[config.mk]
export PLATFORM = sky130hd
export DESIGN_NAME = dili_ntt_ctrl_flat
export DESIGN_NICKNAME = d
export VERILOG_FILES = /design/src/rtl/dili_ntt_ctrl_if.sv /design/src/rtl/dili_ntt_ctrl.sv /design/src/flat_wrapper.sv
export SDC_FILE = /design/constraint.sdc
export NUM_CORES = 1
export LEC_CHECK = 0
export ABC_AREA = 1
export CAP_MARGIN = 20
export CORE_MARGIN = 2
export CORE_UTILIZATION = 52
export DETAILED_ROUTE_END_ITERATION = 10
export GPL_TIMING_DRIVEN = 0
export HOLD_SLACK_MARGIN = 0.05
export PLACE_DENSITY = 0.71
export SLEW_MARGIN = 20
export SYNTH_ARGS = -nofsm -noshare
export SYNTH_HDL_FRONTEND = slang
export SYNTH_SLANG_ARGS = --single-unit
[constraint.sdc]
create_clock -name clk_i -period 12.15 [get_ports clk_i]
set_input_delay 1.215 -clock clk_i [delete_from_list [all_inputs] [get_ports clk_i]]
set_output_delay 1.215 -clock clk_i [all_outputs]
set_load 0.01 [all_outputs]
[src/rtl/dili_ntt_ctrl_if.sv]
// Control and address bundle between the polynomial FSM, the NTT sequencer and
// the coefficient-RAM / zeta-ROM / butterfly datapath.
interface dili_ntt_ctrl_if #(
  parameter int ADDR_W = 8
);
  logic              start_i;
  logic              inv_i;
  logic              stall_i;
  logic              busy_o;
  logic              done_o;
  logic              rd_en_o;
  logic [ADDR_W-1:0] rd_addr_even_o;
  logic [ADDR_W-1:0] rd_addr_odd_o;
  logic [7:0]        zeta_idx_o;
  logic              zeta_neg_o;
  logic              scale_o;
  logic [2:0]        layer_o;
  logic              wr_en_o;
  logic [ADDR_W-1:0] wr_addr_even_o;
  logic [ADDR_W-1:0] wr_addr_odd_o;

  modport master (
    input  start_i, inv_i, stall_i,
    output busy_o, done_o, rd_en_o, rd_addr_even_o, rd_addr_odd_o, zeta_idx_o,
           zeta_neg_o, scale_o, layer_o, wr_en_o, wr_addr_even_o, wr_addr_odd_o
  );

  modport slave (
    output start_i, inv_i, stall_i,
    input  busy_o, done_o, rd_en_o, rd_addr_even_o, rd_addr_odd_o, zeta_idx_o,
           zeta_neg_o, scale_o, layer_o, wr_en_o, wr_addr_even_o, wr_addr_odd_o
  );
endinterface

[src/rtl/dili_ntt_ctrl.sv]
// Dilithium NTT/INTT sequencer: walks 8 butterfly layers (plus the INTT scaling
// pass), one issue per cycle, and delays addresses to butterfly write-back.
module dili_ntt_ctrl #(
  parameter int N      = 256,
  parameter int ADDR_W = 8,
  parameter int BU_LAT = 3
) (
  input  logic            clk_i,
  input  logic            rst_ni,
  dili_ntt_ctrl_if.master bus
);
  localparam int HALF  = N / 2;
  localparam int CNT_W = $clog2(HALF);
  localparam logic [CNT_W-1:0] CNT_LAST = CNT_W'(HALF - 1);

  typedef enum logic [1:0] {IDLE, LAYER, SCALE, DRAIN} state_e;

  typedef struct packed {
    logic              valid;
    logic [ADDR_W-1:0] even;
    logic [ADDR_W-1:0] odd;
  } wb_t;

  state_e            state_q, state_d;
  logic              inv_q, inv_d;
  logic [2:0]        lyr_q, lyr_d;
  logic [CNT_W-1:0]  cnt_q, cnt_d;
  logic              busy_q, busy_d;
  logic              done_q, done_d;
  logic              rd_en_q, rd_en_d;
  logic [ADDR_W-1:0] even_q, even_d;
  logic [ADDR_W-1:0] odd_q, odd_d;
  logic [7:0]        zeta_q, zeta_d;
  logic              neg_q, neg_d;
  logic              scale_q, scale_d;
  logic [2:0]        layer_q, layer_d;
  wb_t               wb_q [BU_LAT];
  wb_t               wb_d [BU_LAT];
  logic              wb_tail_empty;

  logic [2:0]        sh;
  logic [ADDR_W-1:0] len, grp, off, base;

  // Everything except the final stage is empty: after this edge no write is pending.
  always_comb begin
    wb_tail_empty = 1'b1;
    for (int k = 0; k < BU_LAT - 1; k++) begin
      if (wb_q[k].valid) wb_tail_empty = 1'b0;
    end
  end

  always_comb begin
    // NOTE: every variable gets its hold value first, so no path can infer a latch.
    state_d = state_q;
    inv_d   = inv_q;
    lyr_d   = lyr_q;
    cnt_d   = cnt_q;
    busy_d  = busy_q;
    done_d  = done_q;
    wb_d    = wb_q;
    if (!bus.stall_i) begin
      done_d  = 1'b0;
      wb_d[0] = '{valid: rd_en_q, even: even_q, odd: odd_q};
      for (int k = 1; k < BU_LAT; k++) wb_d[k] = wb_q[k-1];
      unique case (state_q)
        IDLE: begin
          if (bus.start_i) begin
            state_d = LAYER;
            inv_d   = bus.inv_i;
            lyr_d   = '0;
            cnt_d   = '0;
            busy_d  = 1'b1;
          end
        end
        LAYER: begin
          cnt_d = cnt_q + 1'b1;
          if (cnt_q == CNT_LAST) begin
            if (lyr_q == 3'd7) state_d = inv_q ? SCALE : DRAIN;
            else               lyr_d   = lyr_q + 3'd1;
          end
        end
        SCALE: begin
          cnt_d = cnt_q + 1'b1;
          if (cnt_q == CNT_LAST) state_d = DRAIN;
        end
        DRAIN: begin
          // done is held in DRAIN for its cycle so a start there is still ignored.
          if (done_q) begin
            state_d = IDLE;
            busy_d  = 1'b0;
          end else if (wb_tail_empty) begin
            done_d = 1'b1;
          end
        end
        default: state_d = IDLE;
      endcase
    end
  end

  // Issue fields are decoded from the next counters so the outputs come straight from flops.
  always_comb begin
    sh   = inv_d ? lyr_d : 3'd7 - lyr_d;
    len  = ADDR_W'(1) << sh;
    grp  = ADDR_W'(cnt_d) >> sh;
    off  = ADDR_W'(cnt_d) & (len - 1'b1);
    base = ((grp << sh) << 1) | off;

    rd_en_d  = 1'b0;
    even_d   = '0;
    odd_d    = '0;
    zeta_d   = '0;
    neg_d    = 1'b0;
    scale_d  = 1'b0;
    layer_d  = '0;
    case (state_d)
      LAYER: begin
        rd_en_d = 1'b1;
        even_d  = base;
        odd_d   = base + len;
        zeta_d  = inv_d ? (8'hFF >> lyr_d) - 8'(grp) : (8'd1 << lyr_d) + 8'(grp);
        neg_d   = inv_d;
        layer_d = lyr_d;
      end
      SCALE: begin
        rd_en_d = 1'b1;
        even_d  = ADDR_W'(cnt_d);
        odd_d   = ADDR_W'(cnt_d) + ADDR_W'(HALF);
        neg_d   = inv_d;
        scale_d = 1'b1;
        layer_d = lyr_d;
      end
      DRAIN:   neg_d = inv_d;
      default: ;
    endcase
  end

  // NOTE: non-blocking assignments so every flop samples pre-edge values.
  always_ff @(posedge clk_i or negedge rst_ni) begin
    if (!rst_ni) begin
      state_q <= IDLE;
      inv_q   <= 1'b0;
      lyr_q   <= '0;
      cnt_q   <= '0;
      busy_q  <= 1'b0;
      done_q  <= 1'b0;
      rd_en_q <= 1'b0;
      even_q  <= '0;
      odd_q   <= '0;
      zeta_q  <= '0;
      neg_q   <= 1'b0;
      scale_q <= 1'b0;
      layer_q <= '0;
      // NOTE: the write-back line is a handful of flops, not a RAM, so it is reset with the rest.
      for (int k = 0; k < BU_LAT; k++) wb_q[k] <= '0;
    end else begin
      state_q <= state_d;
      inv_q   <= inv_d;
      lyr_q   <= lyr_d;
      cnt_q   <= cnt_d;
      busy_q  <= busy_d;
      done_q  <= done_d;
      rd_en_q <= rd_en_d;
      even_q  <= even_d;
      odd_q   <= odd_d;
      zeta_q  <= zeta_d;
      neg_q   <= neg_d;
      scale_q <= scale_d;
      layer_q <= layer_d;
      wb_q    <= wb_d;
    end
  end

  // The strobes are masked by stall in the same cycle; a strobe is only consumed when stall_i is low.
  assign bus.rd_en_o        = rd_en_q & ~bus.stall_i;
  assign bus.wr_en_o        = wb_q[BU_LAT-1].valid & ~bus.stall_i;
  assign bus.wr_addr_even_o = wb_q[BU_LAT-1].even;
  assign bus.wr_addr_odd_o  = wb_q[BU_LAT-1].odd;
  assign bus.busy_o         = busy_q;
  assign bus.done_o         = done_q;
  assign bus.rd_addr_even_o = even_q;
  assign bus.rd_addr_odd_o  = odd_q;
  assign bus.zeta_idx_o     = zeta_q;
  assign bus.zeta_neg_o     = neg_q;
  assign bus.scale_o        = scale_q;
  assign bus.layer_o        = layer_q;
endmodule

[src/flat_wrapper.sv]
// flat-port wrapper written by rule: the top's interface ports become plain ports
module dili_ntt_ctrl_flat 
#(
  parameter int N      = 256,
  parameter int ADDR_W = 8,
  parameter int BU_LAT = 3
)
  (clk_i, rst_ni, bus_start_i, bus_inv_i, bus_stall_i, bus_busy_o, bus_done_o, bus_rd_en_o, bus_rd_addr_even_o, bus_rd_addr_odd_o, bus_zeta_idx_o, bus_zeta_neg_o, bus_scale_o, bus_layer_o, bus_wr_en_o, bus_wr_addr_even_o, bus_wr_addr_odd_o);
  dili_ntt_ctrl_if #(.ADDR_W(ADDR_W)) bus_i ();
  input  logic clk_i;
  input  logic rst_ni;
  input wire logic [$bits(bus_i.start_i)-1:0] bus_start_i;
  input wire logic [$bits(bus_i.inv_i)-1:0] bus_inv_i;
  input wire logic [$bits(bus_i.stall_i)-1:0] bus_stall_i;
  output wire logic [$bits(bus_i.busy_o)-1:0] bus_busy_o;
  output wire logic [$bits(bus_i.done_o)-1:0] bus_done_o;
  output wire logic [$bits(bus_i.rd_en_o)-1:0] bus_rd_en_o;
  output wire logic [$bits(bus_i.rd_addr_even_o)-1:0] bus_rd_addr_even_o;
  output wire logic [$bits(bus_i.rd_addr_odd_o)-1:0] bus_rd_addr_odd_o;
  output wire logic [$bits(bus_i.zeta_idx_o)-1:0] bus_zeta_idx_o;
  output wire logic [$bits(bus_i.zeta_neg_o)-1:0] bus_zeta_neg_o;
  output wire logic [$bits(bus_i.scale_o)-1:0] bus_scale_o;
  output wire logic [$bits(bus_i.layer_o)-1:0] bus_layer_o;
  output wire logic [$bits(bus_i.wr_en_o)-1:0] bus_wr_en_o;
  output wire logic [$bits(bus_i.wr_addr_even_o)-1:0] bus_wr_addr_even_o;
  output wire logic [$bits(bus_i.wr_addr_odd_o)-1:0] bus_wr_addr_odd_o;
  assign bus_i.start_i = bus_start_i;
  assign bus_i.inv_i = bus_inv_i;
  assign bus_i.stall_i = bus_stall_i;
  assign bus_busy_o = bus_i.busy_o;
  assign bus_done_o = bus_i.done_o;
  assign bus_rd_en_o = bus_i.rd_en_o;
  assign bus_rd_addr_even_o = bus_i.rd_addr_even_o;
  assign bus_rd_addr_odd_o = bus_i.rd_addr_odd_o;
  assign bus_zeta_idx_o = bus_i.zeta_idx_o;
  assign bus_zeta_neg_o = bus_i.zeta_neg_o;
  assign bus_scale_o = bus_i.scale_o;
  assign bus_layer_o = bus_i.layer_o;
  assign bus_wr_en_o = bus_i.wr_en_o;
  assign bus_wr_addr_even_o = bus_i.wr_addr_even_o;
  assign bus_wr_addr_odd_o = bus_i.wr_addr_odd_o;
  dili_ntt_ctrl #(.N(N), .ADDR_W(ADDR_W), .BU_LAT(BU_LAT)) u_core (.clk_i(clk_i), .rst_ni(rst_ni), .bus(bus_i));
endmodule
==> impl_metrics.py <==
metrics = {
    "timing": {
        "post-route-period-util_pct": 42.1,
        "slew_headroom_pct": 61.1,
        "period_minus_slack_ps": 5110,
        "worst_slew_pin_slew_ps": 583,
        "setup_viol": 0,
        "finClkSkew_ps": 12.9,
        "setup_tns_ps": 0,
        "final-max-slew-violation-count": 0,
        "rsz0062_at_grt": "no",
        "hold_viol": 0,
        "fmax_mhz": 196,
    },
    "logic_synthesis": {
        "synth_compound_area_share_pct": 11.6,
        "synth_edf_count": 0,
        "synthesis.area_um2": 5760,
        "ys_seq_area_share_pct": 41.7,
        "synth_xor_area_share_pct": 1.24,
        "synthMuxAreaShare_pct": 0,
        "yosys_warnings": 0,
        "syn-instance-count": 724,
        "synth-adder-area-share_pct": 7.00,
        "ys.flop_type": "dfrtp_1",
        "post_synth_num_cell_types": 50,
        "syn_area_per_cell_um2": 7.95,
        "ys_seq_elements": 96,
        "syn_nets": 760,
        "async_flop_share_pct": 100,
        "synth_top_family_by_area": "simple AND/OR/NAND/NOR gates",
        "synth-simple-area-share_pct": 28.5,
    },
    "worst_hold_path": {
        "whs_path_depth": 2,
        "hold_path_class": "reg2reg",
    },
    "detailed_routing": {
        "drtAntennaViolNets": 0,
        "drcViolationCount": 0,
        "met3WireLength_um": 614,
        "via_per_inst": 5.11,
        "first_iter_violations": 322,
        "wirelength_mm": 13.4,
        "wl_per_cell_um": 14.3,
        "top_layer": "met4",
        "vias": 4764,
        "wl_met2_mm": 6.24,
        "dr.pass1.iters": 5,
        "wl_met1_mm": 6.32,
    },
    "clock_tree": {
        "cts_tree": "built",
        "clkTransAtPathRegs_ps": 90,
        "h-tree-depth": 3,
        "cts_hold_buf": 0,
        "numCtsBuffers": 9,
        "cts_buffer_depth": 2,
        "cts_sinks": 96,
        "clock_latency_ps": 370,
        "root_buffer": "clkbuf_8",
        "cts_resized": 0,
        "post_cts_buffers": 0,
    },
    "power": {
        "p_leak_nw": 3.40,
        "irDropWorstVdd_mv": 0.140,
        "p_per_area_nw_per_um2": 292,
    },
    "global_route": {
        "antenna_found_initial": 0,
        "track_usage_pct": 24.3,
        "grt_max_degree": 72,
        "grt_pass1_vias": 4659,
        "grt_pass1_wl_mm": 22.5,
        "grt_overflow": 0,
    },
    "floorplan": {
        "ios": 54,
        "fp.dieH_um": 109,
        "initial_core_util_pct": 53.1,
        "rows": 38,
        "core_area_um2": 10800,
        "die_w_um": 109,
        "dieArea_um2": 11900,
    },
    "placed_design": {
        "numPortBuffers": 52,
        "placed_cells": 917,
        "dp_hpwl_mm": 10.6,
        "gp_congestion": 0.913,
    },
    "worst_setup_path": {
        "start_kind": "input pin",
        "required_ps": 12410,
        "cp_max_fo": 10,
        "crit_type": "in2reg",
        "endpoint_kind": "flip-flop",
        "cp.arrival_ps": 5370,
        "r2r_cells": 28,
    },
    "run": {
        "maxCapViolations": 0,
    },
    "layout": {
        "drive_gt1_share_pct": 13.0,
        "diodes": 0,
        "fin_cells": 932,
        "fin_nets": 824,
        "nFillCells": 960,
        "syn_to_final_growth_pct": 16.1,
    },
    "outcome": {
        "status": "finished, final reports clean",
    },
}
==> critical path, stage by stage <==
cell	delay, ps
clkdlybuf4s50_1	550
nand3_4	110
o21ai_4	250
buf_6	190
nand3_1	160
nand2_4	150
buf_8	140
buf_2	240
nor2_1	100
inv_1	110
ha_1	270
xnor2_1	160
o21ai_2	80
ha_1	310
a21oi_1	250
o21bai_1	110
a21oi_1	200
nor2_1	70
inv_1	80
nand2_1	60
a21oi_1	150
xnor2_1	160
nand3_1	110
nand3_1	90
nand2_1	50
==> layout make-up <==
type / instances / area, um2 / area share (%)
multi-input combinational: 506 / 2780 / 41.7
inverter: 84 / 320 / 4.79
timing repair buffer: 53 / 549 / 8.22
clock inverter: 6 / 76.3 / 1.14
buffer: 38 / 250 / 3.75
sequential: 96 / 2400 / 36.0
tap: 140 / 175 / 2.62
clock buffer: 9 / 124 / 1.85
==> flip-flops by register name, indices dropped and copies added, names as in the netlist <==
name and flops:
u_core.inv_q 1, u_core.lyr_q 3, u_core.state_q 2, u_core.bus.scale_o 1, u_core.bus.zeta_idx_o 8, u_core.bus.busy_o 1
u_core.bus.wr_addr_odd_o 8, u_core.bus.layer_o 3, u_core.bus.rd_addr_even_o 8, u_core.rd_en_q 1, u_core.bus.wr_addr_even_o 8, u_core.bus.rd_addr_odd_o 8
u_core.bus.zeta_neg_o 1, u_core.wb_q 35, u_core.cnt_q 7, u_core.bus.done_o 1
==> final timing paths <==
path                                              from                                     to  slack [ps]
setup / recovery                           bus_start_i  u_core.bus.rd_addr_odd_o[7]$_DFF_PN0_        7040
hold / removal             u_core.wb_q[41]$_DFFE_PN0N_            u_core.wb_q[24]$_DFFE_PN0N_         480
setup reg to reg           u_core.state_q[1]$_DFF_PN0_  u_core.bus.rd_addr_odd_o[7]$_DFF_PN0_        7550
hold reg to reg            u_core.wb_q[41]$_DFFE_PN0N_            u_core.wb_q[24]$_DFFE_PN0N_         480
max in group asynchronous                       rst_ni            u_core.wb_q[32]$_DFFE_PN0N_       10840
min in group asynchronous                       rst_ni           u_core.bus.scale_o$_DFF_PN0_         700
==> layer usage <==
metal,vias up,track usage [%]
met1,2208,33.4
met2,113,39.6
met3,17,4.12
met4,0,6.78
li1,2426,-
met5,-,0
==> cells in the final DEF (no fill, tap or decap), drive strengths merged, types with 2 or more instances in the layout <==
master	instances
xnor2	4
nor2	64
fa	2
or2	4
a21oi	25
nor3	4
clkbuf	20
inv	86
buf	29
nand4	7
nand2	237
clkdlybuf4s50	51
a31oi	4
o21ai	53
o31ai	4
o22ai	6
clkinvlp	2
nand3	46
dfrtp	96
xor2	2
ha	29
o21bai	6
==> kinds of logic after synthesis <==
logic type / after synthesis
AO/OA/AOI/OAI: 105
buffers and inverters: 122
flip-flops: 96
other: 1
AND/OR/NAND/NOR: 363
adder cells (fa/ha/maj): 31
XOR/XNOR: 6
==> metrics by stage <==
step	setup slack [ps]	cell area (um2)	power [mW]	util, %	hold WS, ps
3_3_place_gp	6500	6450	1.70	59.5	452
4_1_cts	7080	6680	1.96	61.6	477
2_1_floorplan	7630	5760	1.37	-	442
3_5_place_dp	6690	6480	1.73	59.8	460
6_report	7040	6680	1.95	61.6	482
5_1_grt	6710	6680	2.13	61.6	506
==> Yosys cell counts (6+ instances only) <==
master	instances	area, um2
nand2_1	212	796
o21ai_0	38	190
nand2_2	17	106
dfrtp_1	96	2400
buf_4	17	128
nand4_1	6	37.5
inv_1	78	293
a21oi_1	24	120
o21ai_1	9	45.0
nand3_1	38	190
ha_1	29	363
nor2_1	59	221
nand2_4	8	90.1
nand3_2	7	70.1
clkbuf_1	11	41.3
==> where the power goes <==
part	internal (mW)	leakage [nW]	switching (mW)
clock	0.0975	0.0958	0.116
sequential	0.421	1.26	0.0520
combinational	0.482	2.04	0.782
total	1.00	3.40	0.949
No activity file was read; power rests on OpenSTA's default activity.
